### src/rtl/led_blink_queue.sv
// Queues rising edges of evt_in and plays one fixed-length LED blink per queued
// event, with a guaranteed dark gap after every blink.
module led_blink_queue #(
  parameter int ON_CYCLES  = 25_000_000,
  parameter int OFF_CYCLES = 25_000_000,
  parameter int PEND_W     = 4
) (
  input  logic              clk,
  input  logic              rst,
  input  logic              evt_in,
  output logic              led_out,
  output logic              busy,
  output logic [PEND_W-1:0] pending,
  output logic              overflow
);

  // state    | meaning
  // ST_IDLE  | LED dark, queue empty, waiting for a pending event
  // ST_ON    | LED lit, timer counting down the on time
  // ST_GAP   | LED dark, timer counting down the mandatory gap
  typedef enum logic [1:0] {
    ST_IDLE = 2'd0,
    ST_ON   = 2'd1,
    ST_GAP  = 2'd2
  } state_t;

  localparam int MAX_CYC = (ON_CYCLES > OFF_CYCLES) ? ON_CYCLES : OFF_CYCLES;
  localparam int TIMER_W = (MAX_CYC > 1) ? $clog2(MAX_CYC) : 1;
  localparam logic [TIMER_W-1:0] ON_LOAD  = TIMER_W'(ON_CYCLES - 1);
  localparam logic [TIMER_W-1:0] OFF_LOAD = TIMER_W'(OFF_CYCLES - 1);
  localparam logic [PEND_W-1:0]  PEND_MAX = '1;

  state_t             state_q, state_d;
  logic [TIMER_W-1:0] timer_q, timer_d;
  logic [PEND_W-1:0]  pending_q, pending_d;
  logic               evt_q_q, evt_q_d;
  logic               overflow_q, overflow_d;
  logic               evt_edge;
  logic               start;

  always_ff @(posedge clk or posedge rst) begin
    if (rst) begin
      state_q    <= ST_IDLE;
      timer_q    <= '0;
      pending_q  <= '0;
      evt_q_q    <= 1'b0;
      overflow_q <= 1'b0;
    end else begin
      state_q    <= state_d;
      timer_q    <= timer_d;
      pending_q  <= pending_d;
      evt_q_q    <= evt_q_d;
      overflow_q <= overflow_d;
    end
  end

  // Blink sequencer; start marks the cycle a queued event is consumed.
  always_comb begin
    state_d = state_q;
    timer_d = timer_q;
    start   = 1'b0;
    case (state_q)
      ST_IDLE: begin
        if (pending_q != '0) begin
          state_d = ST_ON;
          timer_d = ON_LOAD;
          start   = 1'b1;
        end
      end
      ST_ON: begin
        if (timer_q != '0) begin
          timer_d = timer_q - TIMER_W'(1);
        end else begin
          state_d = ST_GAP;
          timer_d = OFF_LOAD;
        end
      end
      ST_GAP: begin
        if (timer_q != '0) begin
          timer_d = timer_q - TIMER_W'(1);
        end else if (pending_q != '0) begin
          state_d = ST_ON;
          timer_d = ON_LOAD;
          start   = 1'b1;
        end else begin
          state_d = ST_IDLE;
        end
      end
      default: begin
        state_d = ST_IDLE;
        timer_d = '0;
      end
    endcase
  end

  // Simultaneous enqueue and dequeue cancel, so a full queue loses nothing then.
  always_comb begin
    evt_q_d    = evt_in;
    evt_edge   = evt_in & ~evt_q_q;
    pending_d  = pending_q;
    overflow_d = overflow_q;
    case ({evt_edge, start})
      2'b10: begin
        if (pending_q == PEND_MAX) begin
          overflow_d = 1'b1;
        end else begin
          pending_d = pending_q + PEND_W'(1);
        end
      end
      2'b01:   pending_d = pending_q - PEND_W'(1);
      default: pending_d = pending_q;
    endcase
  end

  assign led_out  = (state_q == ST_ON);
  assign busy     = (state_q != ST_IDLE);
  assign pending  = pending_q;
  assign overflow = overflow_q;

endmodule

### config.mk
export PLATFORM = sky130hd
export DESIGN_NAME = led_blink_queue
export DESIGN_NICKNAME = d
export VERILOG_FILES = /design/src/rtl/led_blink_queue.sv
export SDC_FILE = /design/constraint.sdc
export NUM_CORES = 1
export LEC_CHECK = 0
export CORE_MARGIN = 3
export CORE_UTILIZATION = 35
export CTS_CLUSTER_DIAMETER = 200
export DETAILED_ROUTE_END_ITERATION = 12
export GPL_TIMING_DRIVEN = 0
export SYNTH_ARGS = -nofsm -noshare
export SYNTH_HDL_FRONTEND = slang
export SYNTH_SLANG_ARGS = --single-unit
### constraint.sdc
create_clock -name clk -period 7.2 [get_ports clk]
set_input_delay 1.44 -clock clk [delete_from_list [all_inputs] [get_ports clk]]
set_output_delay 1.44 -clock clk [all_outputs]
set_load 0.005 [all_outputs]
==> metrics.yaml <==
run_status:
  status: "complete, no violations"
placement:
  dpl_cell_area_sq_um: 2270
  place.gp.congestion: 0.908
  hpwlAfterDp_um: 3860
  dp_slack_ns: 3.76
  placement.io_buffers: 9
cts:
  cts_tree: "built"
  postCtsSetupRepairBufs: 0
  clkTransAtPathRegs_ns: 0.07
  htreeDepth: 2
  cts.sinks: 33
  cts_hold_buf: 0
  root_buffer: "clkbuf_8"
  clk-insertion-delay-late_ns: 0.29
  cts_inserted_buffers: 5
  clockBufferDepth: 2
  cts_resized: 0
critical_path:
  path_buf_inv: 3
  crit_required_ns: 5.76
  worstPathCellList: "clkbuf_1 -> nor2_1 -> inv_1 -> clkdlybuf4s50_1"
  cp-start-kind: "flip-flop"
  end_kind: "output pin"
  crit_cells: 4
  crit_type: "reg2out"
  crit_family: "buffers and inverters"
  max_stage_delay_ns: 0.68
  critPathSlowestCell: "nor2_1"
  worstPathMaxFanout: 10
  cp_data_arrival_time_ns: 2.36
  reg2reg_depth: 10
final_layout:
  final_core_util_pct: 42.1
  nets: 266
  stdcell_area_sq_um: 2370
  antennaDiodeCount: 0
  drive_gt1_share_pct: 8.40
  area.growth.synth_to_final_pct: 13.4
sta:
  final_hold_viol_count: 0
  skew_ns: 0.00891
  worst_pin_slew_ns: 0.848
  holdWs_ns: 0.498
  slew_violations: 0
  min_period_ns: 3.80
  setup_violations: 0
  fmax_ghz: 0.263
  slew_headroom_pct: 43.0
  rsz0062_at_grt: "false"
  timing.final.crit_share_pct: 52.8
  setup_slack_ns: 3.40
  tns_ns: 0
hold_path:
  hp-class: "reg2reg"
  hold_depth: 1
yosys:
  synth_ff_type: "dfrtp_1"
  syn-cell-area_sq_um: 2090
  syn-instance-count: 245
  synth.top_cell.area_share_pct: 39.5
  ys_ff_latch: 33
  syn_avg_cell_area_sq_um: 8.54
  synth_edf_count: 0
  postSynth.asyncResetShare_pct: 100
  yosysWarningCount: 0
  yosysMostFrequentCell: "dfrtp_1"
  seq_area_frac_synth_pct: 39.5
  synth.largest_area_cell: "dfrtp_1"
  yosysUniqueCellTypes: 53
  syn-num-nets: 250
  netlist_top_cells_area: "dfrtp_1 39%, nor2_1 5.0%, o21ai_0 4.8%"
  synth_common_cells: "33 x dfrtp_1, 28 x nor2_1, 20 x o21ai_0"
grt:
  grt_pass1_wl_um: 9460
  grt_pass1_vias: 1887
  grt_max_degree: 34
  grt_usage_pct: 16.6
  antenna_found_initial: 0
  grt-ovfl-total: 0
detailed_routing:
  post-route-drc-count: 0
  routedWlPerCell_um: 16.4
  vias: 1950
  antenna_left: 0
  dr.first_iter.drc_count: 175
  drt-total-wl_um: 5480
  via_per_inst: 5.84
  dr.pass1.iters: 4
die:
  core_area_sq_um: 5640
  die_area_sq_um: 6940
  placementRows: 27
  dieWidth_um: 83.3
  die_y_um: 83.3
  start_util_pct: 37.1
  ios: 10
pwr:
  peakVddDrop_mv: 0.143
  power_density_nw_per_um2: 279
  cellLeakagePower_nw: 0.864
flow_run:
  max_cap_violations: 0
[where the power goes]
group / leakage (nW) / internal, mW / switching, mW
clock network: 0.0542 / 0.0864 / 0.0700
registers: 0.381 / 0.240 / 0.0678
logic: 0.428 / 0.105 / 0.0925
[cell families (layout without fill, tap and decap cells)]
kind of cell | Yosys count | count (layout) | synth area share, %
AO/OA/AOI/OAI | 70 | 70 | 22.2
XOR/XNOR | 12 | 12 | 5.02
adder cells (fa/ha/maj) | 3 | 3 | 1.67
buffers and inverters | 19 | 36 | 3.53
flip-flops | 33 | 33 | 39.4
multiplexers | 1 | 1 | 0.478
AND/OR/NAND/NOR | 107 | 107 | 27.6
[per-layer routing]
layer	up-vias	GRT usage [%]	wire, um
met2	52	26.3	2490
li1	943	-	-
met3	9	3.27	286
met5	-	0	0
met1	946	22.9	2620
met4	0	4.46	81
[layout make-up]
class | instances | area [sq um]
buffer | 12 | 47.5
clock buffer | 7 | 96.3
timing repair buffer | 9 | 90.1
tap | 72 | 90.1
clock inverter | 1 | 5.00
multi-input combinational | 193 | 1190
fill | 567 | 3270
inverter | 7 | 26.3
sequential | 33 | 826
[placed cells by master, fill, tap and decap left out, types with 5 or more instances in the layout]
cell,n
dfrtp_1,33
nor2_1,28
o21ai_0,20
nand2_1,16
nor3_1,13
clkbuf_1,10
a21oi_1,10
nand3_1,9
a31oi_1,9
clkdlybuf4s50_1,9
xnor2_1,8
clkbuf_8,7
inv_1,6
or4_1,5
o22ai_1,5
nor4_1,5
or3_1,5
o31ai_1,5
[per-stage QoR]
step	std cells	power (mW)
2_1_floorplan	245	0.435
3_3_place_gp	326	0.501
3_5_place_dp	326	0.505
4_1_cts	334	0.665
5_1_grt	334	0.712
6_report	334	0.661
[sequential cells by signal, summed over array words and instances (netlist names)]
signal	cells
state_q	2
pending	4
timer_q	25
overflow	1
evt_q_q	1
[worst register-to-register path, stage by stage, from the launching register on]
cell	delay, ns
dfrtp_1	0.42
inv_1	0.09
ha_1	0.20
or4b_2	0.67
or4_4	0.51
o21ai_4	0.22
nand4_2	0.19
xnor2_1	0.17
ha_1	0.22
o32ai_2	0.27
xor2_1	0.16
[path summary, 6_finish.rpt]
check,start,endpoint,slack [ns]
worst max-delay path,state_q[1],busy,3.40
worst min-delay path,overflow,overflow,0.50
worst min register to register,overflow,overflow,0.50
max in group asynchronous,rst,timer_q[16],5.15
worst max register to register,timer_q[0],pending[2],4.02
min in group asynchronous,rst,pending[1],1.59
Note: power is estimated with default switching activity, not from simulation.
